### src/rtl/gate_drive_sequencer.sv
// Gate drive sequencer: arms one three-phase drive through a bootstrap precharge,
// supervises the software watchdog and latches drive faults with all gates off
// until software explicitly clears them.
module gate_drive_sequencer #(
    parameter int PHASES      = 3,
    parameter int BOOT_CYCLES = 2500,
    parameter int WDT_CYCLES  = 500000,
    parameter int CNT_W       = 20
) (
    input  logic              clk,
    input  logic              reset_n,
    input  logic              arm_req,
    input  logic              kick,
    input  logic              fault_clr,
    input  logic              ext_fault_n,
    input  logic [PHASES-1:0] pwm_udrive_in,
    input  logic [PHASES-1:0] pwm_ldrive_in,
    output logic [PHASES-1:0] udrive_out,
    output logic [PHASES-1:0] ldrive_out,
    output logic [1:0]        state,
    output logic [1:0]        fault_code,
    output logic              armed
);

    typedef enum logic [1:0] {
        ST_DISARMED  = 2'd0,
        ST_BOOTSTRAP = 2'd1,
        ST_ARMED     = 2'd2,
        ST_FAULT     = 2'd3
    } state_t;

    typedef enum logic [1:0] {
        FC_NONE  = 2'd0,
        FC_WDT   = 2'd1,
        FC_EXT   = 2'd2,
        FC_SHOOT = 2'd3
    } fault_t;

    localparam logic [CNT_W-1:0] BOOT_LAST = CNT_W'(BOOT_CYCLES - 1);
    localparam logic [CNT_W-1:0] WDT_LAST  = CNT_W'(WDT_CYCLES - 1);

    logic              r_sync1;
    logic              r_sync2;
    state_t            r_state;
    fault_t            r_fault_code;
    logic [CNT_W-1:0]  r_boot_cnt;
    logic [CNT_W-1:0]  r_wdt_cnt;
    logic [PHASES-1:0] r_udrive;
    logic [PHASES-1:0] r_ldrive;
    logic              r_armed;

    logic              w_ext_flt;
    logic [PHASES-1:0] w_overlap;
    logic              w_shoot;
    logic              w_wdt_expire;
    logic              w_boot_done;
    logic [CNT_W-1:0]  w_wdt_next;

    assign w_ext_flt    = ~r_sync2;
    assign w_overlap    = pwm_udrive_in & pwm_ldrive_in;
    assign w_shoot      = |w_overlap;
    assign w_wdt_expire = (r_wdt_cnt == WDT_LAST) && !kick;
    assign w_boot_done  = (r_boot_cnt == BOOT_LAST);
    assign w_wdt_next   = kick ? '0 : r_wdt_cnt + CNT_W'(1);

    assign udrive_out = r_udrive;
    assign ldrive_out = r_ldrive;
    assign state      = r_state;
    assign fault_code = r_fault_code;
    assign armed      = r_armed;

    // Two-flop synchroniser for the asynchronous driver fault pin; idles at "no fault".
    always_ff @(posedge clk or negedge reset_n) begin
        if (!reset_n) begin
            r_sync1 <= 1'b1;
            r_sync2 <= 1'b1;
        end else begin
            r_sync1 <= ext_fault_n;
            r_sync2 <= r_sync1;
        end
    end

    // Arming FSM; gate outputs are registered from the state being entered, so
    // every transition into DISARMED or FAULT lands with all gates already off.
    always_ff @(posedge clk or negedge reset_n) begin
        if (!reset_n) begin
            r_state      <= ST_DISARMED;
            r_fault_code <= FC_NONE;
            r_boot_cnt   <= '0;
            r_wdt_cnt    <= '0;
            r_udrive     <= '0;
            r_ldrive     <= '0;
            r_armed      <= 1'b0;
        end else begin
            r_udrive <= '0;
            r_ldrive <= '0;
            r_armed  <= 1'b0;
            case (r_state)
                ST_DISARMED: begin
                    if (w_ext_flt) begin
                        r_state      <= ST_FAULT;
                        r_fault_code <= FC_EXT;
                    end else if (arm_req) begin
                        r_state    <= ST_BOOTSTRAP;
                        r_boot_cnt <= '0;
                        r_wdt_cnt  <= '0;
                        r_ldrive   <= '1;
                    end
                end
                ST_BOOTSTRAP: begin
                    r_wdt_cnt <= w_wdt_next;
                    if (w_ext_flt) begin
                        r_state      <= ST_FAULT;
                        r_fault_code <= FC_EXT;
                    end else if (w_wdt_expire) begin
                        r_state      <= ST_FAULT;
                        r_fault_code <= FC_WDT;
                    end else if (!arm_req) begin
                        r_state <= ST_DISARMED;
                    end else if (w_boot_done) begin
                        // Shoot-through detection only starts in ARMED, so any phase with
                        // conflicting demand on the arming edge is simply held off.
                        r_state  <= ST_ARMED;
                        r_armed  <= 1'b1;
                        r_udrive <= pwm_udrive_in & ~w_overlap;
                        r_ldrive <= pwm_ldrive_in & ~w_overlap;
                    end else begin
                        r_boot_cnt <= r_boot_cnt + CNT_W'(1);
                        r_ldrive   <= '1;
                    end
                end
                ST_ARMED: begin
                    r_wdt_cnt <= w_wdt_next;
                    if (w_ext_flt) begin
                        r_state      <= ST_FAULT;
                        r_fault_code <= FC_EXT;
                    end else if (w_shoot) begin
                        r_state      <= ST_FAULT;
                        r_fault_code <= FC_SHOOT;
                    end else if (w_wdt_expire) begin
                        r_state      <= ST_FAULT;
                        r_fault_code <= FC_WDT;
                    end else if (!arm_req) begin
                        r_state <= ST_DISARMED;
                    end else begin
                        r_armed  <= 1'b1;
                        r_udrive <= pwm_udrive_in;
                        r_ldrive <= pwm_ldrive_in;
                    end
                end
                ST_FAULT: begin
                    if (fault_clr && !arm_req && !w_ext_flt) begin
                        r_state      <= ST_DISARMED;
                        r_fault_code <= FC_NONE;
                    end
                end
            endcase
        end
    end

endmodule

### config.mk
export PLATFORM = sky130hd
export DESIGN_NAME = gate_drive_sequencer
export DESIGN_NICKNAME = d
export VERILOG_FILES = /design/src/rtl/gate_drive_sequencer.sv
export SDC_FILE = /design/constraint.sdc
export NUM_CORES = 1
export LEC_CHECK = 0
export ABC_AREA = 1
export BUFFER_PORTS_ARGS = -buffer_cell sky130_fd_sc_hd__buf_2
export CAP_MARGIN = 10
export CORE_ASPECT_RATIO = 0.9
export CORE_MARGIN = 5
export CORE_UTILIZATION = 60
export DETAILED_ROUTE_END_ITERATION = 8
export MAX_ROUTING_LAYER = met4
export PLACE_DENSITY = 0.9
export REMOVE_ABC_BUFFERS = 1
export SYNTH_ARGS = -nofsm -noshare
export SYNTH_HDL_FRONTEND = slang
export SYNTH_SLANG_ARGS = --single-unit
export TNS_END_PERCENT = 1
### constraint.sdc
create_clock -name clk -period 2.16 [get_ports clk]
set_input_delay 0.108 -clock clk [delete_from_list [all_inputs] [get_ports clk]]
set_output_delay 0.108 -clock clk [all_outputs]
set_load 0.02 [all_outputs]
# After elaboration in Yosys (flattened, before gate mapping)
# Index checks and enable logic that the tools add are counted.
word_totals:
  regBits: 53
  out_inout_bits: 11
  elab_cells: 101
op_classes:
  add_sub_neg: 2
  n_eq_ne: 16
  mux: 56
  bitwise: 4
  reduce_logical: 14
ops:
  columns: ["operator", "count"]
  rows:
  - ["20-bit two-way mux", 7]
  - ["20-bit one-hot mux with 2 select lines", 2]
  - ["3-bit two-way mux", 18]
  - ["20-bit by 1-bit adder with 20-bit output (second input constant)", 2]
  - ["2-bit two-way mux", 16]
  - ["20-bit by 12-bit == test with 1-bit output (second input constant)", 1]
  - ["20-bit by 19-bit == test with 1-bit output (second input constant)", 1]
  - ["2-bit inequality test (second input constant)", 8]
  - ["2-bit one-hot mux with 4 select lines", 2]
  - ["5-bit inequality test (second input constant)", 2]
  - ["3-bit bitwise AND", 3]
  - ["3-bit one-hot mux with 3 select lines", 1]
  - ["1-bit two-way mux", 8]
  - ["7-bit AND reduction", 1]
  - ["3-bit one-hot mux with 2 select lines", 1]
  - ["2-bit == test (second input constant)", 2]
  - ["4-bit AND reduction", 1]
  - ["2-bit nonzero test", 2]
  - ["1-bit logical AND", 3]
  - ["3-bit inequality test (second input constant)", 1]
  - ["3-bit inverter", 1]
  - ["3-bit AND reduction", 1]
  - ["3-bit OR reduction", 1]
  - ["2-bit by 1-bit == test with 1-bit output (second input constant)", 1]
  - ["5 further kinds", 6]

# Depth between registers and ports, before layout
# Gate-level depths: netlist of the first run.
logic_depth:
  ltp_word: 8
  mapped_depth: 13
  depth_no_buf: 13

# Worst setup path after synthesis of the first run
# No wires, ideal clock.
synth_path:
  kind: "register to register"
  start: "register r_state[0] (netlist: state[0])"
  end: "register r_wdt_cnt[11]"
  arrival_ns: 1.612
  required_ns: 2.033
  path_slack_ns: 0.420
  path_stages_with_launch: 10
  n_path_buf: 1
  path_cell_list: "dfrtp_1 inv_1 ha_1 nand2_1 nand2_1 buf_4 nor2_4 inv_1 o21ai_0 a21oi_1"
synth_via:
  elab_chain_len: 4
  word_cells_on_any_way: 9
synth_lines:
  columns: ["element", "line_no", "text"]
  rows:
  - ["start, declared", "44", "state_t r_state;"]
  - ["start signal, assigned", "87", "r_state <= ST_DISARMED;"]
  - ["start signal, assigned", "101", "r_state <= ST_FAULT;"]
  - ["start signal, assigned", "104", "r_state <= ST_BOOTSTRAP;"]
  - ["2-bit == test / 2-bit by 1-bit == test with 1-bit output (equally long branches)", "98", "case (r_state)"]
  - ["2-bit OR reduction (no source line)", null, null]
  - ["2-bit nonzero test (no source line)", null, null]
  - ["3-bit AND reduction (no source line)", null, null]
  - ["end signal, assigned", "111", "r_wdt_cnt <= w_wdt_next;"]
  - ["end signal, assigned", "133", "r_wdt_cnt <= w_wdt_next;"]
  - ["end, declared", "47", "logic [CNT_W-1:0] r_wdt_cnt;"]
# Several ways; a longest one is shown, not always the timed one.
# A chain may end at the register's enable or synchronous reset.

# Worst setup path in the final report of the first run
layout_path:
  start: "register r_state[1] (netlist: state[1])"
  end: "register r_wdt_cnt[11]"
# Same word-level chain as after synthesis.

==> results of run 1 <==
==> timing repair <==
item | CTS | global route
hold endpoints to repair | 52 | 0
resized for setup | 0 | 2
endpoints found under the setup margin | 0 | 1
hold buffers | 2 | 0
buffers inserted | 0 | 0
==> cells in the final DEF, fill, tap and decap left out <==
| cell type | n |
|---|---|
| o21a_1 | 1 |
| nand3_1 | 30 |
| nand3b_1 | 2 |
| clkbuf_1 | 1 |
| nor2_1 | 79 |
| xnor2_1 | 1 |
| a211oi_1 | 1 |
| nand2_2 | 2 |
| dlygate4sd3_1 | 2 |
| nor3_2 | 2 |
| dfstp_2 | 2 |
| bufinv_16 | 1 |
| nor2_4 | 3 |
| inv_2 | 1 |
| a21oi_1 | 20 |
| nand4_1 | 10 |
| inv_1 | 61 |
| nor2_2 | 1 |
| o22ai_1 | 1 |
| nand3_2 | 1 |
| dfrtp_1 | 50 |
| buf_2 | 22 |
| clkbuf_8 | 6 |
| o21ai_0 | 22 |
| buf_4 | 8 |
| o21ai_2 | 9 |
| nor3b_1 | 1 |
| a211o_1 | 1 |
| nor3_1 | 10 |
| xor2_1 | 14 |
| a22oi_1 | 1 |
| a31oi_1 | 1 |
| nand2_1 | 138 |
| dfrtp_2 | 1 |
| ha_1 | 7 |
==> power breakdown <==
group	internal (mW)	switching, mW
registers	1.12	0.123
clock network	0.378	0.328
logic	0.470	1.08
==> area by class of cell <==
cell class              instances  area (sq um)
multi-input cells             358          1730
clock inverters                 1          30.0
flip-flops and latches         53          1330
fillers                       406          1660
clock buffers                   7          86.3
well taps                      67          83.8
repair buffers                 32           190
inverters                      62           233
==> critical path: stages, from the launching register on <==
cell and delay (ns):
dfrtp_1 0.44, inv_1 0.09, ha_1 0.25, nand2_1 0.11, nand2_1 0.15, buf_4 0.22, nor2_4 0.20, inv_1 0.15
o21ai_0 0.14, a21oi_1 0.11
==> sequential cells by signal (all words and copies together) (netlist names) <==
| register | flops |
|---|---|
| ldrive_out | 3 |
| r_boot_cnt | 20 |
| r_sync1 | 1 |
| r_wdt_cnt | 20 |
| fault_code | 2 |
| r_sync2 | 1 |
| udrive_out | 3 |
| armed | 1 |
| state | 2 |
==> metal layers <==
metal	vias up	wire length, um	GRT usage (%)	share of wire, %
met4	0	174	8.33	2.3
met1	1431	3240	29.5	44
li1	1579	-	-	-
met2	138	3510	37.8	47
met3	22	512	3.55	6.9
met5	-	0	-	0
==> cells by family after synthesis <==
logic type,synth area share [%]
AO/OA/AOI/OAI,9.87
buffers and inverters,9.31
adder cells (fa/ha/maj),2.60
flip-flops,39.4
AND/OR/NAND/NOR,34.9
XOR/XNOR,3.90
==> path summary, 6_finish.rpt <==
check,from,end,cells past startpoint
min,pwm_udrive_in[2],udrive_out[2],3
max reg2reg,state[1],r_wdt_cnt[11],9
min in group asynchronous,reset_n,r_boot_cnt[10],2
max in group asynchronous,reset_n,r_sync1,3
min reg2reg,r_sync1,r_sync2,0
max,state[1],r_wdt_cnt[11],9
==> impl_metrics.toml, run 1 <==
[logic_synthesis]
synth_edf_count = 0
synth_top_area_cell = "dfrtp_1"
syn-instance-count = 483
synth_flop_cell = "dfrtp_1"
netlist_area_sq_um = 3370
async_flop_share_pct = 100
syn_area_per_cell_sq_um = 6.98
ys_warn_count = 0
synth_cell_types = 32
yosysTopAreaCellShare_pct = 37.8
synth.most_common_cell = "nand2_1"
ys_ff_latch = 53
synth_common_cells = "138 x nand2_1, 79 x nor2_1, 61 x inv_1"
seq_area_frac_synth_pct = 39.4
synth_area_leaders = "dfrtp_1 38%, nand2_1 15%, nor2_1 8.8%"

[layout]
design_area_sq_um = 3690
final_cells = 580
fin_nets = 531
drive_above_1_share_pct = 11.5
syn2layout_area_growth_pct = 9.35
antenna_cells = 0
finalCoreUtilization_pct = 68.9

[floorplan]
core.rowCount = 25
io_pins = 23
die_area_sq_um = 7220
die_h_um = 81.1
coreArea_sq_um = 5350
die_w_um = 89.0
initial_core_util_pct = 63.0

[sta]
rsz0062_at_grt = "no"
skew_ns = 0.0148
fin_crit_sh_pct = 91.4
setup_viol = 0
slew_headroom_pct = 68.7
hold_viol = 0
min_period_ns = 1.97
worstMarginPinSlew_ns = 0.468
slew_viol_final = 0
fin_tns_setup_ns = 0
fin_ws_ns = 0.186
fmax_mhz = 507
holdWs_ns = 0.0312

[worst_hold_path]
hold_path_class = "in2reg"

[global_route]
antenna_found_initial = 0
grt_remaining_overflow = 0
grt_pass1_wl_mm = 13.0
first_global_vias = 3019
grt_usage_pct = 23.3
grt_max_degree = 29

[cts]
cts_buffers = 5
clock_sinks = 53
insertion_delay_ns = 0.31
cts-root-buf = "clkbuf_8"
clk_pin_slew_worst_paths_ns = 0.10
clockBufferDepth = 2
cts_tree = "built"
cts_max_level = 2

[critical_path]
worstPathArrival_ns = 2.17
crit_fanout = 10
end_kind = "register"
r2r_slack_ns = 0.19
startpoint_type = "register"
cp.required_ns = 2.36
critPathKind = "reg2reg"

[place]
dpl-instance-area_sq_um = 3540
portBuffers = 22
place_ws_ns = 0.206
dp.cells = 570
gp_congestion = 0.943
dp_hpwl_mm = 5.52

[flow_run]
maxCapViolCount = 0

[detailed_routing]
drt-initial-drc-count = 260
drc = 0
detailroute.via_count = 3170
wire_per_inst_um = 12.8
avgViaCountPerCell = 5.47
dr.pass1.iters = 5
ant_nets = 0
wirelength_mm = 7.44

[power_and_ir_drop]
p_leak_nw = 1.77
p_per_area_nw_per_um2 = 949
power_mw = 3.50
vdd_drop_max_mv = 0.574

[outcome]
status = "complete, no violations"
Power figures use the tool's default switching activity.
==> run 2: changes to the inputs <==
--- a/config.mk
+++ b/config.mk
@@ -5,15 +5,15 @@
 export SDC_FILE = /design/constraint.sdc
 export NUM_CORES = 1
 export LEC_CHECK = 0
-export ABC_AREA = 1
+export ABC_AREA = 0
 export BUFFER_PORTS_ARGS = -buffer_cell sky130_fd_sc_hd__buf_2
 export CAP_MARGIN = 10
 export CORE_ASPECT_RATIO = 0.9
 export CORE_MARGIN = 5
-export CORE_UTILIZATION = 60
+export CORE_UTILIZATION = 32
 export DETAILED_ROUTE_END_ITERATION = 8
 export MAX_ROUTING_LAYER = met4
-export PLACE_DENSITY = 0.9
+export PLACE_DENSITY = 0.59
 export REMOVE_ABC_BUFFERS = 1
 export SYNTH_ARGS = -nofsm -noshare
 export SYNTH_HDL_FRONTEND = slang
==> impl_metrics.toml, run 2 <==
[logic_synthesis]
ys_ff_latch = 53
yosysTopAreaCellShare_pct = 44.3
async_flop_share_pct = 100
ys_warn_count = 0
synth_area_leaders = "dfrtp_1 44%, nor2_1 5.3%, xnor2_1 4.9%"
synth_compound_area_share_pct = 12.5
synth_xor_area_share_pct = 7.90
netlist_area_sq_um = 2880
synth.most_common_cell = "dfrtp_1"
synth_top_family_by_area = "simple AND/OR/NAND/NOR gates"
syn_area_per_cell_sq_um = 9.51
syn-instance-count = 303
synth_cell_types = 49
synth_mux_area_share_pct = 1.43
synth_edf_count = 0
synth_common_cells = "51 x dfrtp_1, 41 x nor2_1, 29 x nand2_1"
synth_top_area_cell = "dfrtp_1"
synth_simple_gate_area_share_pct = 26.7
synthAdderAreaFrac_pct = 3.04
synth_flop_cell = "dfrtp_1"
seq_area_frac_synth_pct = 46.1

[global_route]
first_global_vias = 2416
use_met3_pct = 2.64
met2_usage_pct = 20.1
grt_max_degree = 31
grt_remaining_overflow = 0
antenna_found_initial = 0
grt_pass1_wl_mm = 11.8
top_usage_layer = "met2"
grt_usage_pct = 13.6
use_met1_pct = 18.7

[detailed_routing]
dr.pass1.iters = 4
drc = 0
wirelength_mm = 6.80
ant_nets = 0
drt-initial-drc-count = 128
avgViaCountPerCell = 5.04
detailroute.via_count = 2383
wire_per_inst_um = 14.4

[layout]
design_area_sq_um = 3450
reg_top3 = "r_boot_cnt x20, r_wdt_cnt x20"
regArea_sq_um = 1330
final_cell_mix = "50 x dfrtp_1, 41 x nor2_1, 29 x nand2_1, 28 x buf_4, 22 x buf_2"
multi_input_area_sq_um = 1490
drive_above_1_share_pct = 20.3
fin_nets = 372
syn2layout_area_growth_pct = 19.8
fill_cells = 897
mostFrequentLayoutCell = "dfrtp_1"
antenna_cells = 0

[cts]
insertion_delay_ns = 0.32
clk_pin_slew_worst_paths_ns = 0.10
cts_max_level = 2
clockBufferDepth = 2
clock_sinks = 53
cts_tree = "built"
cts_buffers = 5
cts-root-buf = "clkbuf_8"

[power_and_ir_drop]
vdd_drop_max_mv = 0.393
p_leak_nw = 1.55
p_per_area_nw_per_um2 = 898
power_mw = 3.10

[sta]
slew_headroom_pct = 54.2
fin_ws_ns = 0.0684
hold_viol = 0
fmax_mhz = 478
slew_viol_final = 0
min_period_ns = 2.09
setup_viol = 0
worstMarginPinSlew_ns = 0.686
skew_ns = 0.0102
rsz0062_at_grt = "yes"
fin_crit_sh_pct = 96.8

[worst_hold_path]
hold_path_class = "in2reg"
min-delay-start = "pwm_udrive_in[2]"

[critical_path]
startpoint_type = "register"
worstPathArrival_ns = 2.31
r2r-start = "r_wdt_cnt[1]"
crit_fanout = 11
crit_start = "r_wdt_cnt[1]"
end_kind = "register"
critPathKind = "reg2reg"
r2r_slack_ns = 0.07
cp.required_ns = 2.38

[floorplan]
die_w_um = 110
coreArea_sq_um = 8690
core.rowCount = 32
io_pins = 23
die_area_sq_um = 11000
die_h_um = 100
initial_core_util_pct = 33.2

[outcome]
status = "complete, no violations"

[place]
place_ws_ns = 0.0556
portBuffers = 22
dpl-instance-area_sq_um = 3300
gp_congestion = 0.843
dp_hpwl_mm = 4.98

[flow_run]
maxCapViolCount = 0
==> run 2: layout make-up <==
class	instances	area share, %
multi-input cells	234	43.2
flip-flops and latches	53	38.5
repair buffers	53	10.4
well taps	119	4.31
clock buffers	7	2.79
inverters	6	0.652
clock inverters	1	0.145
==> run 2: per-stage QoR <==
| stage | utilization (%) | hold slack [ns] | instances | setup TNS (ns) |
|---|---|---|---|---|
| 6_report | 39.7 | 0.0543 | 473 | 0 |
| 5_1_grt | 39.7 | 0.0414 | 473 | -0.0798 |
| 4_1_cts | 39.4 | 0.0489 | 470 | 0 |
| 3_5_place_dp | 38.0 | 0.195 | 460 | 0 |
| 3_3_place_gp | 38.0 | 0.187 | 460 | 0 |
| 2_1_floorplan | - | -0.188 | 293 | -0.188 |
==> run 2: worst paths after layout <==
kind | cells past startpoint | to
max | 8 | r_boot_cnt[13]
min | 2 | udrive_out[2]
max reg2reg | 8 | r_boot_cnt[13]
min reg2reg | 0 | r_sync2
max in group asynchronous | 3 | r_sync1
min in group asynchronous | 2 | r_wdt_cnt[11]
==> run 2: layer usage <==
layer  vias up  share of wire [%]  routed length, um
met3         7                4.1                278
met2        41                 46               3110
met1      1153                 49               3320
met5         -                  0                  0
li1       1182                  -                  -
met4         0                1.3                 91
==> run 2: kinds of logic (layout without fill, tap and decap cells) <==
group,count (synthesis),after routing
and+or+nand+nor,149,149
DFF,53,53
AOI/OAI and AO/OA,48,48
xor gates and xnor gates,26,26
buffers and inverters,16,67
adders and majority gates,7,7
muxes,4,4
==> run 2: power by group <==
| part | internal [mW] | leakage [nW] | total [mW] | switching (mW) |
|---|---|---|---|---|
| Sequential | 1.09 | 0.720 | 1.17 | 0.0790 |
| Combinational | 0.531 | 0.780 | 1.31 | 0.774 |
| Clock | 0.290 | 0.0542 | 0.624 | 0.333 |
| Total | 1.92 | 1.55 | 3.10 | 1.19 |
==> run 2: timing repair <==
item	4_1_cts	5_1_grt
endpoints found under the setup margin	0	14
setup buffers	0	3
endpoints found under the hold margin	30	0
hold buffers	2	0
gates resized for setup	0	3
==> run 2: critical path, cell delays in order, from the launching register on <==
cell and delay [ns]:
dfrtp_1 0.42, ha_1 0.20, and4_1 0.17, nand4_1 0.17, o21ai_2 0.09, buf_4 0.18, nor4b_2 0.43, a21oi_1 0.11
a31o_2 0.22
==> run 3: changes to the inputs <==
--- a/config.mk
+++ b/config.mk
@@ -8,12 +8,14 @@
 export ABC_AREA = 0
 export BUFFER_PORTS_ARGS = -buffer_cell sky130_fd_sc_hd__buf_2
 export CAP_MARGIN = 10
+export CELL_PAD_IN_SITES_DETAIL_PLACEMENT = 1
+export CELL_PAD_IN_SITES_GLOBAL_PLACEMENT = 1
 export CORE_ASPECT_RATIO = 0.9
 export CORE_MARGIN = 5
 export CORE_UTILIZATION = 32
 export DETAILED_ROUTE_END_ITERATION = 8
 export MAX_ROUTING_LAYER = met4
-export PLACE_DENSITY = 0.59
+export PLACE_DENSITY = 0.69
 export REMOVE_ABC_BUFFERS = 1
 export SYNTH_ARGS = -nofsm -noshare
 export SYNTH_HDL_FRONTEND = slang
==> impl_metrics.toml, run 3 (synthesized netlist as in run 2, its figures left out) <==
[outcome]
status = "complete, no violations"

[layout]
regArea_sq_um = 1330
mostFrequentLayoutCell = "dfrtp_1"
fill_cells = 1043
fin_nets = 368
final_cells = 469
final_cell_mix = "51 x dfrtp_1, 41 x nor2_1, 28 x nand2_1, 22 x buf_2, 22 x buf_4"
multi_input_area_sq_um = 1510
finalCoreUtilization_pct = 40.0
reg_top3 = "r_boot_cnt x20, r_wdt_cnt x20"
syn2layout_area_growth_pct = 20.6
drive_above_1_share_pct = 19.4
antenna_cells = 0

[worst_hold_path]
hold_end = "udrive_out[0]"
hold_path_class = "in2reg"
whs_path_depth = 2
min-delay-start = "pwm_udrive_in[0]"

[cts]
clockBufferDepth = 2
cts-root-buf = "clkbuf_8"
clock_sinks = 53
insertion_delay_ns = 0.32
cts_tree = "built"
clk_pin_slew_worst_paths_ns = 0.09
cts_max_level = 2
cts_buffers = 5

[power_and_ir_drop]
switching_power_mw = 1.20
vdd_drop_max_mv = 0.341
swShare_pct = 38.4
p_clk_share_pct = 22.1
p_per_area_nw_per_um2 = 901
p_seq_share_pct = 37.5
p_comb_share_pct = 40.5
p_int_mw = 1.93
p_leak_nw = 1.56

[critical_path]
startpoint_type = "register"
crit_start = "r_boot_cnt[10]"
cp.required_ns = 2.35
r2r-start = "r_boot_cnt[10]"
worstPathArrival_ns = 2.26
crit_family = "simple AND/OR/NAND/NOR gates"
r2r-end = "ldrive_out[1]"
path_cells = "nor4_1 > nand4_1 > o21ai_4 > buf_4 > nor2_1 > o21ai_1 > o31ai_1"
critPathKind = "reg2reg"
worst_path_largest_cell_delay_ns = 0.43
path_buf_inv = 1
r2r_slack_ns = 0.09
end_kind = "register"
crit_fanout = 7
reg2regPathDepth = 7
crit_slowest_cell = "dfrtp_1"

[global_route]
grt_pass1_wl_mm = 12.6
use_met3_pct = 2.70
first_global_vias = 2531
top_usage_layer = "met2"
use_met1_pct = 21.1
grt_usage_pct = 15.0
grt_remaining_overflow = 0
met2_usage_pct = 21.9
grt_max_degree = 54
antenna_found_initial = 0

[floorplan]
core.rowCount = 32
io_pins = 23
die_area_sq_um = 11000
die_h_um = 100
initial_core_util_pct = 33.2
die_w_um = 110
coreArea_sq_um = 8690

[place]
gp_congestion = 0.839
portBuffers = 22
dp_hpwl_mm = 5.40
dp.cells = 458

[sta]
slew_headroom_pct = 70.4
min_period_ns = 2.07
fin_crit_sh_pct = 96.0
fmax_mhz = 482
hold_viol = 0
slew_viol_final = 0
fin_tns_setup_ns = 0
rsz0062_at_grt = "yes"
worstMarginPinSlew_ns = 0.443
setup_viol = 0
skew_ns = 0.0100

[detailed_routing]
ant_nets = 0
drt-initial-drc-count = 87
avgViaCountPerCell = 5.13
wirelength_mm = 7.36
wire_per_inst_um = 15.7
drc = 0
dr.pass1.iters = 4
detailroute.via_count = 2407

[flow_run]
maxCapViolCount = 0
-- run 3: changes by cell type in the layout (fill, tap and decap cells not counted), moves of 2 or more --
cell and delta:
buf_4 -6, clkbuf_8 -2, buf_12 +2, nor4b_1 -2
-- run 3: stage by stage --
| step | setup WS (ns) | total power [mW] | instance area [sq um] | hold WS (ns) |
|---|---|---|---|---|
| floorplan | -0.188 | 1.93 | 2840 | -0.188 |
| finish | 0.0866 | 3.13 | 3480 | 0.0634 |
| CTS | 0.0842 | 3.15 | 3450 | 0.0544 |
| global placement | 0.0639 | 2.38 | 3300 | 0.129 |
| detailed placement | -0.0719 | 2.41 | 3300 | 0.130 |
| global route | -0.00155 | 3.37 | 3480 | 0.0571 |
-- run 3: how the worst max path moves through the flow --
stage / endpoint / cells after the start
final: ldrive_out[1] / 7
after global routing: r_boot_cnt[19] / 9
after CTS: r_boot_cnt[13] / 8
after detailed placement: state[0] / 6
after global placement: state[0] / 6
after floorplan: r_boot_cnt[13] / 5
-- run 3: layout make-up --
class	count	share of cell area, %
Inverter	6	0.648
Timing Repair Buffer	49	10.2
Tap cell	119	4.28
Multi-Input combinational cell	234	43.5
Clock inverter	2	1.01
Sequential cell	53	38.2
Clock buffer	6	2.09
-- run 3: power by group through the flow --
stage,logic [mW],registers (mW),clock network (mW)
after detailed placement,1.22,1.19,0
after CTS,1.27,1.17,0.707
after floorplan,0.665,1.26,0
final,1.27,1.17,0.691
after global placement,1.19,1.19,0
after global routing,1.42,1.19,0.761
-- run 3: worst reg2reg max path, stage by stage, from the launching register on --
cell and delay, ns:
dfrtp_1 0.43, nor4_1 0.38, nand4_1 0.29, o21ai_4 0.28
buf_4 0.19, nor2_1 0.05, o21ai_1 0.21, o31ai_1 0.13
-- run 3: layer usage --
layer | wire (um) | up-vias | share of wire, %
met5 | 0 | - | 0
met2 | 3240 | 39 | 44
met3 | 287 | 12 | 3.9
met4 | 126 | 0 | 1.7
met1 | 3710 | 1183 | 50
li1 | - | 1173 | -
-- run 3: repair_timing --
action	CTS	global route
hold buffers	2	0
gates resized for setup	0	5
buffers inserted	1	0
endpoints found under the hold margin	52	0
endpoints found under the setup margin	4	5
pin swaps	1	0
